[src/rtl/jtsdram_bank_sched_if.sv]
`default_nettype none
// +--------------------------------------------------------------------------+
// | Module   : jtsdram_bank_sched_if                                          |
// | Purpose  : Control/status bundle between a run controller (master) and   |
// |            the JTSDRAM bank scheduler (slave), plus the checker-facing   |
// |            start/done/bad vectors.                                       |
// | Signals  : enable, mode, passes              master -> slave             |
// |            bank_done, bank_bad               checkers -> slave           |
// |            bank_start                        slave -> checkers           |
// |            busy, finished, timeout,                                      |
// |            cur_bank, pass_cnt, bad_mask      slave -> master             |
// | Revision : 1.0  initial release                                          |
// +--------------------------------------------------------------------------+
interface jtsdram_bank_sched_if #(
   parameter int BANKS = 4,
   parameter int PASSW = 8,
   parameter int CBW   = (BANKS > 1) ? $clog2(BANKS) : 1
);
   logic             enable;
   logic             mode;
   logic [PASSW-1:0] passes;
   logic [BANKS-1:0] bank_done;
   logic [BANKS-1:0] bank_bad;
   logic [BANKS-1:0] bank_start;
   logic             busy;
   logic             finished;
   logic             timeout;
   logic [CBW-1:0]   cur_bank;
   logic [PASSW-1:0] pass_cnt;
   logic [BANKS-1:0] bad_mask;

   modport master (
      output enable, mode, passes, bank_done, bank_bad,
      input  bank_start, busy, finished, timeout, cur_bank, pass_cnt, bad_mask
   );

   modport slave (
      input  enable, mode, passes, bank_done, bank_bad,
      output bank_start, busy, finished, timeout, cur_bank, pass_cnt, bad_mask
   );
endinterface
`default_nettype wire

[src/rtl/jtsdram_bank_sched.sv]
`default_nettype none
// +--------------------------------------------------------------------------+
// | Module   : jtsdram_bank_sched                                             |
// | Purpose  : Run-level sequencer for the SDRAM bank checkers. Pulses the   |
// |            checkers (one bank at a time or all together), waits for     |
// |            their sticky done, accumulates sticky bad flags, counts      |
// |            passes and stops after the requested number. A watchdog      |
// |            ends the run if a checker never finishes.                    |
// | Ports    : clk      system clock                                        |
// |            rst_n    synchronous active-low reset                        |
// |            bus      jtsdram_bank_sched_if.slave (control, checker        |
// |                     vectors and status outputs, all outputs registered) |
// | Revision : 1.0  initial release                                          |
// +--------------------------------------------------------------------------+
module jtsdram_bank_sched #(
   parameter int BANKS = 4,
   parameter int PASSW = 8,
   parameter int TOUTW = 24
) (
   input  wire                   clk,
   input  wire                   rst_n,
   jtsdram_bank_sched_if.slave   bus
);
   localparam int CBW = (BANKS > 1) ? $clog2(BANKS) : 1;

   localparam logic [2:0] S_IDLE  = 3'd0;
   localparam logic [2:0] S_START = 3'd1;
   localparam logic [2:0] S_RUN   = 3'd2;
   localparam logic [2:0] S_NEXT  = 3'd3;
   localparam logic [2:0] S_END   = 3'd4;

   localparam logic [CBW-1:0] C_LAST_BANK = CBW'(BANKS - 1);

   logic [2:0]       state_q,    state_d;
   logic             mode_q,     mode_d;
   logic [PASSW-1:0] passes_q,   passes_d;
   logic [CBW-1:0]   cur_bank_q, cur_bank_d;
   logic [PASSW-1:0] pass_cnt_q, pass_cnt_d;
   logic [BANKS-1:0] bad_mask_q, bad_mask_d;
   logic             timeout_q,  timeout_d;
   logic             finished_q, finished_d;
   logic [TOUTW-1:0] wd_q,       wd_d;
   logic [BANKS-1:0] start_q,    start_d;
   logic             busy_q,     busy_d;

   logic             w_done;
   logic [BANKS-1:0] w_bank_sel;

   assign w_bank_sel = BANKS'(1) << cur_bank_q;
   assign w_done     = mode_q ? (&bus.bank_done) : bus.bank_done[cur_bank_q];

   always_comb begin
      state_d    = state_q;
      mode_d     = mode_q;
      passes_d   = passes_q;
      cur_bank_d = cur_bank_q;
      pass_cnt_d = pass_cnt_q;
      bad_mask_d = bad_mask_q;
      timeout_d  = timeout_q;
      finished_d = finished_q;
      wd_d       = wd_q;

      case (state_q)
         S_IDLE: begin
            if (bus.enable && !finished_q) begin
               mode_d     = bus.mode;
               passes_d   = bus.passes;
               pass_cnt_d = '0;
               bad_mask_d = '0;
               timeout_d  = 1'b0;
               cur_bank_d = '0;
               state_d    = S_START;
            end else if (!bus.enable) begin
               // enable low in IDLE re-arms the next run
               finished_d = 1'b0;
            end
         end
         S_START: begin
            wd_d    = '0;
            state_d = bus.enable ? S_RUN : S_IDLE;
         end
         S_RUN: begin
            if (!bus.enable) begin
               state_d = S_IDLE;
            end else if (w_done) begin
               // completion beats a watchdog expiring on the same cycle
               if (mode_q) bad_mask_d = bad_mask_q | bus.bank_bad;
               else        bad_mask_d = bad_mask_q | (bus.bank_bad & w_bank_sel);
               state_d = S_NEXT;
            end else if (&wd_q) begin
               timeout_d  = 1'b1;
               finished_d = 1'b1;
               state_d    = S_END;
            end else begin
               wd_d = wd_q + 1'b1;
            end
         end
         S_NEXT: begin
            if (!bus.enable) begin
               state_d = S_IDLE;
            end else if (!mode_q && (cur_bank_q != C_LAST_BANK)) begin
               cur_bank_d = cur_bank_q + 1'b1;
               state_d    = S_START;
            end else begin
               cur_bank_d = '0;
               pass_cnt_d = pass_cnt_q + 1'b1;
               if ((passes_q != '0) && (pass_cnt_d == passes_q)) begin
                  finished_d = 1'b1;
                  state_d    = S_END;
               end else begin
                  state_d = S_START;
               end
            end
         end
         S_END: begin
            if (!bus.enable) state_d = S_IDLE;
         end
         default: state_d = S_IDLE;
      endcase

      // Outputs are registered alongside the state they belong to, so the
      // start pulse is visible exactly while the FSM sits in START.
      start_d = '0;
      if (state_d == S_START)
         start_d = mode_d ? {BANKS{1'b1}} : (BANKS'(1) << cur_bank_d);
      busy_d = (state_d == S_START) || (state_d == S_RUN) || (state_d == S_NEXT);
   end

   always_ff @(posedge clk) begin
      if (!rst_n) begin
         state_q    <= S_IDLE;
         mode_q     <= 1'b0;
         passes_q   <= '0;
         cur_bank_q <= '0;
         pass_cnt_q <= '0;
         bad_mask_q <= '0;
         timeout_q  <= 1'b0;
         finished_q <= 1'b0;
         wd_q       <= '0;
         start_q    <= '0;
         busy_q     <= 1'b0;
      end else begin
         state_q    <= state_d;
         mode_q     <= mode_d;
         passes_q   <= passes_d;
         cur_bank_q <= cur_bank_d;
         pass_cnt_q <= pass_cnt_d;
         bad_mask_q <= bad_mask_d;
         timeout_q  <= timeout_d;
         finished_q <= finished_d;
         wd_q       <= wd_d;
         start_q    <= start_d;
         busy_q     <= busy_d;
      end
   end

   assign bus.bank_start = start_q;
   assign bus.busy       = busy_q;
   assign bus.finished   = finished_q;
   assign bus.timeout    = timeout_q;
   assign bus.cur_bank   = cur_bank_q;
   assign bus.pass_cnt   = pass_cnt_q;
   assign bus.bad_mask   = bad_mask_q;
endmodule
`default_nettype wire

[src/flat_wrapper.sv]
// flat-port wrapper written by rule: the top's interface ports become plain ports
module jtsdram_bank_sched_flat 
#(
   parameter int BANKS = 4,
   parameter int PASSW = 8,
   parameter int TOUTW = 24
)
  (clk, rst_n, bus_enable, bus_mode, bus_passes, bus_bank_done, bus_bank_bad, bus_bank_start, bus_busy, bus_finished, bus_timeout, bus_cur_bank, bus_pass_cnt, bus_bad_mask);
  jtsdram_bank_sched_if #(.BANKS(BANKS), .PASSW(PASSW)) bus_i ();
  input  wire clk;
  input  wire rst_n;
  input wire logic [$bits(bus_i.enable)-1:0] bus_enable;
  input wire logic [$bits(bus_i.mode)-1:0] bus_mode;
  input wire logic [$bits(bus_i.passes)-1:0] bus_passes;
  input wire logic [$bits(bus_i.bank_done)-1:0] bus_bank_done;
  input wire logic [$bits(bus_i.bank_bad)-1:0] bus_bank_bad;
  output wire logic [$bits(bus_i.bank_start)-1:0] bus_bank_start;
  output wire logic [$bits(bus_i.busy)-1:0] bus_busy;
  output wire logic [$bits(bus_i.finished)-1:0] bus_finished;
  output wire logic [$bits(bus_i.timeout)-1:0] bus_timeout;
  output wire logic [$bits(bus_i.cur_bank)-1:0] bus_cur_bank;
  output wire logic [$bits(bus_i.pass_cnt)-1:0] bus_pass_cnt;
  output wire logic [$bits(bus_i.bad_mask)-1:0] bus_bad_mask;
  assign bus_i.enable = bus_enable;
  assign bus_i.mode = bus_mode;
  assign bus_i.passes = bus_passes;
  assign bus_i.bank_done = bus_bank_done;
  assign bus_i.bank_bad = bus_bank_bad;
  assign bus_bank_start = bus_i.bank_start;
  assign bus_busy = bus_i.busy;
  assign bus_finished = bus_i.finished;
  assign bus_timeout = bus_i.timeout;
  assign bus_cur_bank = bus_i.cur_bank;
  assign bus_pass_cnt = bus_i.pass_cnt;
  assign bus_bad_mask = bus_i.bad_mask;
  jtsdram_bank_sched #(.BANKS(BANKS), .PASSW(PASSW), .TOUTW(TOUTW)) u_core (.clk(clk), .rst_n(rst_n), .bus(bus_i));
endmodule
[config.mk]
export PLATFORM = sky130hd
export DESIGN_NAME = jtsdram_bank_sched_flat
export DESIGN_NICKNAME = d
export VERILOG_FILES = /design/src/rtl/jtsdram_bank_sched_if.sv /design/src/rtl/jtsdram_bank_sched.sv /design/src/flat_wrapper.sv
export SDC_FILE = /design/constraint.sdc
export NUM_CORES = 1
export LEC_CHECK = 0
export BUFFER_PORTS_ARGS = -buffer_cell sky130_fd_sc_hd__clkbuf_2
export CORE_UTILIZATION = 57
export DETAILED_ROUTE_END_ITERATION = 16
export GPL_ROUTABILITY_DRIVEN = 0
export PLACE_DENSITY = 0.82
export SETUP_SLACK_MARGIN = 0.02
export SYNTH_ARGS = -nofsm -noshare
export SYNTH_HDL_FRONTEND = slang
export SYNTH_SLANG_ARGS = --single-unit
[constraint.sdc]
create_clock -name clk -period 3.1 [get_ports clk]
set_input_delay 0.62 -clock clk [delete_from_list [all_inputs] [get_ports clk]]
set_output_delay 0.62 -clock clk [all_outputs]
set_load 0.01 [all_outputs]
==> results.json <==
{
  "grt_pass1_wl_um": 11100,
  "num_rows": 26,
  "synth_compound_area_frac": 0.238,
  "grt_max_degree": 43,
  "synth_fa_ha_area_frac": 0.0244,
  "drc": 0,
  "cts-buffers-inserted": 9,
  "start_util": 0.596,
  "synth.top_cells.by_count": "57 x dfxtp_1, 42 x nand2_1, 40 x a21oi_1",
  "layout-drive-gt1-share": 0.184,
  "vdd_drop_max_mv": 0.385,
  "placed_cells": 477,
  "cts_resized": 0,
  "postCtsSetupBuffers": 0,
  "swShare": 0.256,
  "finalHoldViolCount": 0,
  "synth_fp_nets": 410,
  "multi_input_area_um2": 1820,
  "p_seq_frac": 0.505,
  "yosys.area.top_type": "dfxtp_1",
  "grt_setup_unrepaired": "no",
  "min_path_type": "reg2reg",
  "synth.ff_latch_count": 57,
  "cp-end-kind": "flop",
  "clk_latency_ps": 340,
  "port_buffers": 40,
  "syn_to_final_growth_pct": 12.6,
  "wl_um": 6830,
  "synth_top_area_frac": 0.370,
  "synth_cell_type_count": 61,
  "fin_total_pwr_mw": 1.51,
  "seqCellArea_um2": 1140,
  "grt_pass1_vias": 2489,
  "overflow": 0,
  "synth_edf_count": 0,
  "critPathKind": "reg2reg",
  "slew_headroom": 0.382,
  "instances_no_fill": 493,
  "synthFlopType": "dfxtp_1",
  "path_max_fanout": 42,
  "synth_mux_area_frac": 0.00731,
  "cp.required_ps": 3350,
  "dpl_cell_area_um2": 3300,
  "setup_viol": 0,
  "hpwlAfterDp_um": 4780,
  "dieArea_um2": 5700,
  "tightest_slew_ps": 925,
  "yosysSeqAreaShare": 0.370,
  "cts-root-buf": "clkbuf_8",
  "startpoint_type": "flop",
  "ys.warnings.count": 0,
  "drt-initial-drc-count": 228,
  "wl_per_cell_um": 13.9,
  "cts.path.max_buffers": 2,
  "hold_buffers": 0,
  "vias": 2916,
  "synthArstFlopShare": 0,
  "power_density_nw_per_um2": 435,
  "synth_area_um2": 3080,
  "yosysMostFrequentCell": "dfxtp_1",
  "syn_avg_cell_area_um2": 8.03,
  "synth-xor-area-share": 0.0199,
  "core_um2": 5170,
  "clockPowerShare": 0.411,
  "antenna_cells": 0,
  "layout_min_cycle_time_ps": 2460,
  "grtUsageTotal": 0.256,
  "die_x_um": 75.5,
  "fmax_ghz": 0.406,
  "fin_crit_sh": 0.794,
  "power_switching_mw": 0.387,
  "final_nets": 444,
  "final_area_um2": 3470,
  "cts_sinks": 57,
  "yosys-top-cells-area": "dfxtp_1 37%, a21oi_1 6.5%, nand2_1 5.1%",
  "finalSetupTns_ps": 0,
  "antenna_found_initial": 0,
  "synth-simple-area-share": 0.298,
  "skew_ps": 8.36,
  "fillers": 448,
  "drv_cap": 0,
  "crit_arrival_ps": 2710,
  "path_clk_slew_ps": 60,
  "leakagePower_nw": 1.24,
  "status": "finished clean",
  "drt_first_pass_iters": 4,
  "p_int_mw": 1.12,
  "synthCells": 384,
  "drv_slew": 0,
  "die_h_um": 75.5,
  "cts_tree": "yes",
  "cts-htree-levels": 3,
  "synth_top_family_by_area": "simple AND/OR/NAND/NOR gates",
  "io_pins": 41,
  "pwr-share-comb": 0.084,
  "via_per_inst": 5.91,
  "ant_nets": 0
}
[cells in the final DEF, fill, tap and decap left out, types with 7 or more instances in the layout]
cell,synthesis,layout
a21oi_1,40,40
a21oi_2,8,8
and2_1,10,10
clkbuf_2,1,40
clkbuf_8,0,11
dfxtp_1,57,57
inv_1,7,7
nand2_1,42,42
nand3_1,17,17
nand4_1,8,8
nor2_1,33,33
o21ai_0,22,22
o31ai_1,8,8
or3_1,12,12
or4_1,9,9
[cell type report]
cell class	instances	area share
flip-flops and latches	57	0.329
repair buffers	43	0.0642
clock inverters	3	0.00433
clock buffers	13	0.0458
inverters	7	0.00757
well taps	70	0.0252
multi-input cells	300	0.524
[kinds of logic after synthesis]
logic type | count (synthesis)
xor gates and xnor gates | 7
DFF | 57
and+or+nand+nor | 173
muxes | 1
adders and majority gates | 6
AOI/OAI and AO/OA | 113
buffers and inverters | 27
[flip-flops by register name (all words and copies together) (netlist names)]
signal / cells
u_core.bus.bad_mask: 4
u_core.bus.bank_start: 4
u_core.bus.busy: 1
u_core.bus.cur_bank: 2
u_core.bus.finished: 1
u_core.bus.pass_cnt: 8
u_core.bus.timeout: 1
u_core.mode_q: 1
u_core.passes_q: 8
u_core.state_q: 3
u_core.wd_q: 24
[layer usage]
metal / track usage / share of wire
met3: 0.0701 / 0.054
met4: 0.0864 / 0.0078
met2: 0.386 / 0.45
met1: 0.355 / 0.49
met5: 0 / 0
[path summary, 6_finish.rpt]
check,start,endpoint,slack [ps],depth (start not counted)
max,u_core.bus.cur_bank[0]$_SDFF_PN0_,u_core.wd_q[23]$_SDFFE_PN0P_,640,7
min,u_core.bus.bad_mask[2]$_SDFFE_PN0P_,u_core.bus.bad_mask[2]$_SDFFE_PN0P_,470,2
max reg2reg,u_core.bus.cur_bank[0]$_SDFF_PN0_,u_core.wd_q[23]$_SDFFE_PN0P_,640,7
min reg2reg,u_core.bus.bad_mask[2]$_SDFFE_PN0P_,u_core.bus.bad_mask[2]$_SDFFE_PN0P_,470,2
[worst max-delay path, cell delays in order, from the launching register on]
cell	delay [ps]
dfxtp_1	460
mux4_2	590
o21ai_2	120
and2b_1	220
a21boi_4	70
buf_4	240
or4_1	520
a21oi_1	140
[per-stage QoR]
| stage | worst slack (ps) | util | hold WS, ps |
|---|---|---|---|
| 2_1_floorplan | 822 | - | 448 |
| 3_3_place_gp | 532 | 0.637 | 445 |
| 3_5_place_dp | 499 | 0.637 | 454 |
| 4_1_cts | 655 | 0.671 | 469 |
| 5_1_grt | 502 | 0.671 | 492 |
| 6_report | 639 | 0.671 | 466 |
[power by group through the flow]
stage          Clock [mW]  Sequential (mW)  Combinational, mW
3_5_place_dp            0            0.778              0.126
4_1_cts             0.633            0.762              0.126
3_3_place_gp            0            0.777              0.122
5_1_grt             0.666            0.764              0.144
6_report            0.621            0.762              0.127
2_1_floorplan           0            0.775             0.0924
No activity file was read; power rests on OpenSTA's default activity.
